## src/rtl/loader_pkg.sv

```systemverilog
// Shared definitions for the memory loader: FSM state encoding, command
// opcodes, target selectors and a byte-select helper.
// Optional feature macro: LOADER_CHECKSUM_EN (adds the CSUM state).
package loader_pkg;

    localparam int unsigned RD_LAT_DEF = 1;
    localparam int unsigned LEN_W_DEF  = 16;

    typedef enum logic [2:0] {
        ST_IDLE       = 3'd0,
        ST_HDR        = 3'd1,
        ST_WR_COLLECT = 3'd2,
        ST_WR_ISSUE   = 3'd3,
        ST_RD_ISSUE   = 3'd4,
        ST_RD_WAIT    = 3'd5,
        ST_RD_SEND    = 3'd6
`ifdef LOADER_CHECKSUM_EN
        ,
        ST_CSUM       = 3'd7
`endif
    } state_t;

    // Command byte bits [7:6].
    typedef enum logic [1:0] {
        OP_WRITE = 2'b00,
        OP_READ  = 2'b01,
        OP_RUN   = 2'b10,
        OP_HALT  = 2'b11
    } op_t;

    // Command byte bit [0].
    localparam logic TGT_IMEM = 1'b0;
    localparam logic TGT_DMEM = 1'b1;

    // Pick byte 'idx' (0 = LSB) out of a 32-bit word.
    function automatic logic [7:0] byte_sel(input logic [31:0] word, input logic [1:0] idx);
        logic [7:0] b;
        case (idx)
            2'd0:    b = word[7:0];
            2'd1:    b = word[15:8];
            2'd2:    b = word[23:16];
            default: b = word[31:24];
        endcase
        return b;
    endfunction

endpackage

```

## src/rtl/loader_word_packer.sv

```systemverilog
// Assembles four inbound bytes into a little-endian 32-bit word.
// word_o is the word as it will be once the current byte is taken, so the
// caller can register it on the same edge that accepts the final byte.
module loader_word_packer (
    input  logic        clk,
    input  logic        arst_n,
    input  logic        clr_i,
    input  logic        byte_valid_i,
    input  logic [7:0]  byte_i,
    output logic [31:0] word_o,
    output logic        last_o
);

    logic [1:0]  idx_q;
    logic [23:0] bytes_q;

    // Shift each accepted byte in from the top; the first byte ends up in [7:0].
    always_ff @(posedge clk or negedge arst_n) begin
        if (!arst_n) begin
            idx_q   <= 2'd0;
            bytes_q <= 24'h0;
        end else if (clr_i) begin
            idx_q   <= 2'd0;
            bytes_q <= 24'h0;
        end else if (byte_valid_i) begin
            idx_q   <= idx_q + 2'd1;
            bytes_q <= {byte_i, bytes_q[23:8]};
        end
    end

    assign last_o = byte_valid_i && (idx_q == 2'd3);
    assign word_o = {byte_i, bytes_q};

endmodule

```

## src/rtl/mem_loader.sv

```systemverilog
// Host-side loader: decodes a byte-stream command protocol and drives the
// CPU's external imem (*_ext) and dmem (*_ext_2) ports, and owns cpu_enable.
// Optional feature macro: LOADER_CHECKSUM_EN (XOR checksum byte after WRITE).
//
// Handshakes: a byte moves on s_* (or m_*) in a cycle where valid and ready
// are both high at the rising edge; a source holds valid and data stable until
// that happens, and ready never depends combinationally on valid.
module mem_loader
    import loader_pkg::*;
#(
    parameter int unsigned RD_LAT = RD_LAT_DEF,
    parameter int unsigned LEN_W  = LEN_W_DEF
) (
    input  logic        clk,
    input  logic        arst_n,
    input  logic        s_valid,
    output logic        s_ready,
    input  logic [7:0]  s_data,
    output logic        m_valid,
    input  logic        m_ready,
    output logic [7:0]  m_data,
    output logic [31:0] addr_ext,
    output logic        wen_ext,
    output logic        ren_ext,
    output logic [31:0] wdata_ext,
    input  logic [31:0] rdata_ext,
    output logic [31:0] addr_ext_2,
    output logic        wen_ext_2,
    output logic        ren_ext_2,
    output logic [31:0] wdata_ext_2,
    input  logic [31:0] rdata_ext_2,
    output logic        cpu_enable,
    output logic        busy,
    output state_t      dbg_state
);

    state_t            state_q;
    op_t               op_q;
    logic              tgt_q;
    logic [1:0]        hdr_idx_q;
    logic [15:0]       addr_q;
    logic [LEN_W-1:0]  cnt_q;
    logic [3:0]        wait_q;
    logic [31:0]       rdata_q;
    logic [1:0]        send_idx_q;
    logic              s_ready_q;
    logic              m_valid_q;
    logic [7:0]        m_data_q;
    logic              wen_q;
    logic              wen2_q;
    logic              ren_q;
    logic              ren2_q;
    logic [31:0]       wdata_q;
    logic              cpu_en_q;
`ifdef LOADER_CHECKSUM_EN
    logic [7:0]        csum_q;
`endif

    logic              s_fire_d;
    logic              m_fire_d;
    logic              last_word_d;
    logic [31:0]       rdata_d;
    logic [31:0]       pk_word_d;
    logic              pk_last_d;
    logic              pk_clr_d;
    logic              pk_valid_d;

    assign s_fire_d    = s_valid && s_ready_q;
    assign m_fire_d    = m_valid_q && m_ready;
    assign last_word_d = (cnt_q == LEN_W'(1));
    assign rdata_d     = (tgt_q == TGT_DMEM) ? rdata_ext_2 : rdata_ext;
    assign pk_clr_d    = s_fire_d && (state_q == ST_IDLE);
    assign pk_valid_d  = s_fire_d && (state_q == ST_WR_COLLECT);

    loader_word_packer u_packer (
        .clk          (clk),
        .arst_n       (arst_n),
        .clr_i        (pk_clr_d),
        .byte_valid_i (pk_valid_d),
        .byte_i       (s_data),
        .word_o       (pk_word_d),
        .last_o       (pk_last_d)
    );

    // Command FSM; every output is a flop loaded with its value for the next state.
    always_ff @(posedge clk or negedge arst_n) begin
        if (!arst_n) begin
            state_q    <= ST_IDLE;
            op_q       <= OP_WRITE;
            tgt_q      <= TGT_IMEM;
            hdr_idx_q  <= 2'd0;
            addr_q     <= 16'h0;
            cnt_q      <= '0;
            wait_q     <= 4'd0;
            rdata_q    <= 32'h0;
            send_idx_q <= 2'd0;
            s_ready_q  <= 1'b0;
            m_valid_q  <= 1'b0;
            m_data_q   <= 8'h0;
            wen_q      <= 1'b0;
            wen2_q     <= 1'b0;
            ren_q      <= 1'b0;
            ren2_q     <= 1'b0;
            wdata_q    <= 32'h0;
            cpu_en_q   <= 1'b0;
`ifdef LOADER_CHECKSUM_EN
            csum_q     <= 8'h0;
`endif
        end else begin
            case (state_q)
                ST_IDLE: begin
                    s_ready_q <= 1'b1;
                    if (s_fire_d) begin
                        op_q  <= op_t'(s_data[7:6]);
                        tgt_q <= s_data[0];
                        case (op_t'(s_data[7:6]))
                            OP_RUN:  cpu_en_q <= 1'b1;
                            OP_HALT: cpu_en_q <= 1'b0;
                            default: begin
                                // CPU must be stopped before the loader touches its memories.
                                cpu_en_q  <= 1'b0;
                                hdr_idx_q <= 2'd0;
                                state_q   <= ST_HDR;
                            end
                        endcase
                    end
                end
                ST_HDR: begin
                    if (s_fire_d) begin
                        hdr_idx_q <= hdr_idx_q + 2'd1;
                        case (hdr_idx_q)
                            2'd0: addr_q <= {addr_q[15:8], s_data[7:2], 2'b00};
                            2'd1: addr_q <= {s_data, addr_q[7:0]};
                            2'd2: cnt_q  <= LEN_W'(s_data);
                            default: begin
                                cnt_q <= LEN_W'({s_data, cnt_q[7:0]});
`ifdef LOADER_CHECKSUM_EN
                                csum_q <= 8'h0;
`endif
                                if ({s_data, cnt_q[7:0]} == 16'h0) begin
                                    state_q <= ST_IDLE;
                                end else if (op_q == OP_WRITE) begin
                                    state_q <= ST_WR_COLLECT;
                                end else begin
                                    state_q   <= ST_RD_ISSUE;
                                    s_ready_q <= 1'b0;
                                    ren_q     <= (tgt_q == TGT_IMEM);
                                    ren2_q    <= (tgt_q == TGT_DMEM);
                                end
                            end
                        endcase
                    end
                end
                ST_WR_COLLECT: begin
                    if (s_fire_d) begin
`ifdef LOADER_CHECKSUM_EN
                        csum_q <= csum_q ^ s_data;
`endif
                        if (pk_last_d) begin
                            state_q   <= ST_WR_ISSUE;
                            s_ready_q <= 1'b0;
                            wdata_q   <= pk_word_d;
                            wen_q     <= (tgt_q == TGT_IMEM);
                            wen2_q    <= (tgt_q == TGT_DMEM);
                        end
                    end
                end
                ST_WR_ISSUE: begin
                    wen_q  <= 1'b0;
                    wen2_q <= 1'b0;
                    addr_q <= addr_q + 16'd4;
                    cnt_q  <= cnt_q - LEN_W'(1);
                    if (last_word_d) begin
`ifdef LOADER_CHECKSUM_EN
                        state_q   <= ST_CSUM;
                        m_valid_q <= 1'b1;
                        m_data_q  <= csum_q;
`else
                        state_q   <= ST_IDLE;
                        s_ready_q <= 1'b1;
`endif
                    end else begin
                        state_q   <= ST_WR_COLLECT;
                        s_ready_q <= 1'b1;
                    end
                end
`ifdef LOADER_CHECKSUM_EN
                ST_CSUM: begin
                    if (m_fire_d) begin
                        m_valid_q <= 1'b0;
                        state_q   <= ST_IDLE;
                        s_ready_q <= 1'b1;
                    end
                end
`endif
                ST_RD_ISSUE: begin
                    ren_q   <= 1'b0;
                    ren2_q  <= 1'b0;
                    wait_q  <= 4'(RD_LAT - 1);
                    state_q <= ST_RD_WAIT;
                end
                ST_RD_WAIT: begin
                    if (wait_q == 4'd0) begin
                        rdata_q    <= rdata_d;
                        m_data_q   <= rdata_d[7:0];
                        m_valid_q  <= 1'b1;
                        send_idx_q <= 2'd0;
                        state_q    <= ST_RD_SEND;
                    end else begin
                        wait_q <= wait_q - 4'd1;
                    end
                end
                ST_RD_SEND: begin
                    if (m_fire_d) begin
                        if (send_idx_q == 2'd3) begin
                            m_valid_q <= 1'b0;
                            addr_q    <= addr_q + 16'd4;
                            cnt_q     <= cnt_q - LEN_W'(1);
                            if (last_word_d) begin
                                state_q   <= ST_IDLE;
                                s_ready_q <= 1'b1;
                            end else begin
                                state_q <= ST_RD_ISSUE;
                                ren_q   <= (tgt_q == TGT_IMEM);
                                ren2_q  <= (tgt_q == TGT_DMEM);
                            end
                        end else begin
                            send_idx_q <= send_idx_q + 2'd1;
                            m_data_q   <= byte_sel(rdata_q, send_idx_q + 2'd1);
                        end
                    end
                end
                default: begin
                    state_q <= ST_IDLE;
                end
            endcase
        end
    end

    // Both ports share the address and write-data registers; only the strobes are per port.
    assign s_ready     = s_ready_q;
    assign m_valid     = m_valid_q;
    assign m_data      = m_data_q;
    assign addr_ext    = {16'h0, addr_q};
    assign addr_ext_2  = {16'h0, addr_q};
    assign wdata_ext   = wdata_q;
    assign wdata_ext_2 = wdata_q;
    assign wen_ext     = wen_q;
    assign wen_ext_2   = wen2_q;
    assign ren_ext     = ren_q;
    assign ren_ext_2   = ren2_q;
    assign cpu_enable  = cpu_en_q;
    assign busy        = (state_q != ST_IDLE);
    assign dbg_state   = state_q;

endmodule
```

## config.mk

```make
export PLATFORM = sky130hd
export DESIGN_NAME = mem_loader
export DESIGN_NICKNAME = d
export VERILOG_FILES = /design/src/rtl/loader_pkg.sv /design/src/rtl/loader_word_packer.sv /design/src/rtl/mem_loader.sv
export SDC_FILE = /design/constraint.sdc
export NUM_CORES = 1
export LEC_CHECK = 0
export BUFFER_PORTS_ARGS = -buffer_cell sky130_fd_sc_hd__clkbuf_2
export CAP_MARGIN = 20
export CORE_MARGIN = 4
export CORE_UTILIZATION = 48
export CTS_BUF_LIST = sky130_fd_sc_hd__clkbuf_4 sky130_fd_sc_hd__clkbuf_8 sky130_fd_sc_hd__clkbuf_16
export DETAILED_ROUTE_END_ITERATION = 7
export PLACE_DENSITY = 0.77
export RECOVER_POWER = 25
export SLEW_MARGIN = 5
export SYNTH_ARGS = -nofsm -noshare
export SYNTH_HDL_FRONTEND = slang
export SYNTH_SLANG_ARGS = --single-unit
```

## constraint.sdc

```tcl
create_clock -name clk -period 1.8 [get_ports clk]
set_input_delay 0.27 -clock clk [delete_from_list [all_inputs] [get_ports clk]]
set_output_delay 0.27 -clock clk [all_outputs]
set_load 0.05 [all_outputs]
```

==> metrics.md <==
| Metric | Value |
|---|---|
| Outcome | finished, violations left |
| Failing checks | setup timing |
| DR vias/cell | 5.52 |
| Synth top area share | 45.5% |
| Mapped Area | 8200 sq um |
| Nets | 1195 |
| Via Count | 7370 |
| Register bit total from synthesis | 149 |
| Die Span Y | 139 um |
| Vias in the first global route | 6848 |
| Worst VDD drop | 1.22 mV |
| Most frequent cells in the layout | 186 x clkbuf_2, 133 x dfrtp_1, 103 x buf_4, 74 x a21oi_1, 69 x nor2_1 |
| Final Max Tran Viols | 0 |
| Top_reg_cell synth | dfrtp_1 |
| Placed cells | 1266 |
| Setup CP Type | register to register |
| Unique masters post-synth | 71 |
| Final Hold Viols | 0 |
| CP peak stage delay | 0.45 ns |
| ANT cells | 0 |
| Seq/Total Area, Yosys | 45.5% |
| Worst Tran Pin Value | 1.13 ns |
| Syn avg cell area | 9.63 sq um |
| Commonest non-fill, non-tap cell in the layout | clkbuf_2 |
| Root Buffer | clkbuf_16 |
| Highest clock rate | 0.482 GHz |
| Final Cycle Share | 115% |
| CTS HTree Levels | 4 |
| Die X | 139 um |
| Cell Count, Final, Fillers Out | 1336 |
| Critical path, cell by cell | nor3_1 > nand3_1 > nor3_2 > buf_4 > a311oi_4 > mux2_4 |
| Die area | 19200 sq um |
| CTS buffer count | 17 |
| Core box area | 16600 sq um |
| Pre-CTS setup slack | -0.167 ns |
| Critical Path RT | 2.11 ns |
| GP Congestion | 0.924 |
| Skew-Pair Late Insertion Delay | 0.43 ns |
| Setup crit end kind | register |
| Pleak | 5.45 nW |
| Largest net degree at the start of global routing | 53 |
| Initial antenna violation count | 0 |
| Unrepaired setup endpoints after global routing | yes |
| Filler cells | 1245 |
| # rows | 47 |
| Sink Count | 149 |
| Post-synth EDFFs | 0 |
| Slew HR | 24.5% |
| Effective utilization at floorplan | 49.3% |
| Syn Inst Count | 852 |
| Startpoint types | register |
| GRT Util Overall | 22.2% |
| Antenna-violating nets left | 0 |
| Arrival time of the worst setup path | 2.39 ns |
| Setup TNS | -2.51 ns |
| Cell taking the most area after synthesis | dfrtp_1 |
| Max cap viols | 0 |
| PD cells | 1780 nW/um^2 |
| Tmin final | 2.08 ns |
| Input/output buffers | 186 |
| Worst path slowest cell | nor3_1 |
| Global route total overflow | 0 |
| YS warnings | 0 |
| Worst setup margin | -0.277 ns |
| CP max FO | 3 |
| I/O pins | 223 |
| Area contributors post-synth | dfrtp_1 45%, buf_4 7.7%, a21oi_1 5.5%, mux2i_1 5.0%, mux2_2 4.8% |
| Final clock skew | 0.0182 ns |
| DR WL/cell | 17.8 um |
| P&R area growth vs syn | 36.7% |
| Synth async-reset ratio | 100% |
| CTS tree | yes |
| Wire length of the first global-routing pass | 35.1 mm |
| 1st-iter DRT viols | 572 |
| Post-DP HPWL | 15.5 mm |
| Ratio of cells with drive above 1 in the final layout | 46.1% |
| # setup viols final | 29 |
| Drt pass-1 iters | 6 |
| Clock slew at reported path FFs | 0.06 ns |
| Longest Clk Path Bufs | 2 |
| DRC | 0 |
| Hold Crit Class | primary input to register |
| Routed WL | 23.8 mm |
-- report_power, final --
part           total, mW  leakage, nW  internal (mW)  switching, mW
combinational       10.9         3.29           4.48           6.40
sequential          5.45         1.85           4.44           1.01
clock               3.67        0.301           2.31           1.37
total               20.0         5.45           11.2           8.78
-- synthesized netlist by cell type, types with 5 or more instances --
library cell / number
a22oi_1: 7
a31oi_1: 15
nand2_1: 63
a22o_1: 12
nand3b_1: 5
and3_1: 6
ha_1: 15
nor2b_1: 6
a222oi_1: 8
nor2_1: 82
buf_2: 19
mux2i_1: 41
mux2_2: 35
o21ai_0: 46
dfrtp_1: 149
clkbuf_1: 21
inv_1: 24
nor3_1: 13
buf_4: 84
a21oi_1: 90
nand3_1: 18
-- stage by stage --
stage          power (mW)  utilization, %  cell area [sq um]  hold WS [ns]
6_report             20.0            67.4              11200         0.140
5_1_grt              21.0            67.4              11200         0.139
2_1_floorplan        11.8               -               8560       -0.0256
3_5_place_dp         14.4            58.3               9700         0.227
4_1_cts              18.7            64.3              10700         0.133
3_3_place_gp         14.2            58.3               9700         0.224
-- worst max-delay path: cells and delay by family, from the launching register on --
| family | cells | cell delay (ns) |
|---|---|---|
| and+or+nand+nor | 3 | 0.97 |
| muxes | 1 | 0.31 |
| AOI/OAI and AO/OA | 1 | 0.10 |
| DFF | 1 | 0.42 |
| buffers and inverters | 1 | 0.16 |
-- final cells by class --
class / instances / area [sq um] / share of cell area [%]
multi-input cells: 581 / 4220 / 37.6
well taps: 220 / 275 / 2.45
repair buffers: 331 / 2270 / 20.3
inverters: 24 / 90.1 / 0.803
flip-flops and latches: 149 / 3750 / 33.4
clock buffers: 23 / 483 / 4.31
clock inverters: 8 / 125 / 1.12
-- path summary, 6_finish.rpt --
kind / from / to / slack (ns) / depth (start not counted)
worst max-delay path: cnt_q[9] / ren_ext / -0.28 / 6
worst min-delay path: rdata_ext[10] / rdata_q[10] / 0.14 / 3
worst max register to register: cnt_q[9] / ren_ext / -0.28 / 6
worst min register to register: cpu_enable / cpu_enable / 0.51 / 2
max in group asynchronous: arst_n / addr_q[2] / 0.16 / 3
min in group asynchronous: arst_n / rdata_q[5] / 0.61 / 2
-- layer usage --
layer / up-vias / GRT usage (%) / routed length (um) / part of all wire [%]
li1: 3412 / - / - / -
met1: 3545 / 29.3 / 9620 / 41
met2: 342 / 36.5 / 11800 / 50
met3: 71 / 5.38 / 1670 / 7.0
met4: 0 / 7.00 / 686 / 2.9
met5: - / 0 / 0 / 0
-- flip-flops by register name (all words and copies together), names as in the netlist, 2 cells and up --
signal / count
u_packer.bytes_q: 24
cnt_q: 16
wdata_ext: 32
send_idx_q: 2
op_q: 2
dbg_state: 3
u_packer.idx_q: 2
hdr_idx_q: 2
wait_q: 4
rdata_q: 32
addr_q: 14
m_data: 8
-- kinds of logic after synthesis --
group	synth area share, %
adders and majority gates	2.29
AOI/OAI and AO/OA	16.3
DFF	45.5
and+or+nand+nor	14.1
xor gates and xnor gates	0.320
muxes	9.95
buffers and inverters	11.6
other	0.0457
-- repair_timing --
action | in CTS | in global routing
hold buffers | 1 | 0
hold endpoints to repair | 37 | 0
pin swaps | 19 | 30
buffers inserted | 20 | 14
gates resized for setup | 52 | 97
setup endpoints to repair | 71 | 62
gates cloned | 0 | 5
(Power assumes the default switching activity.)
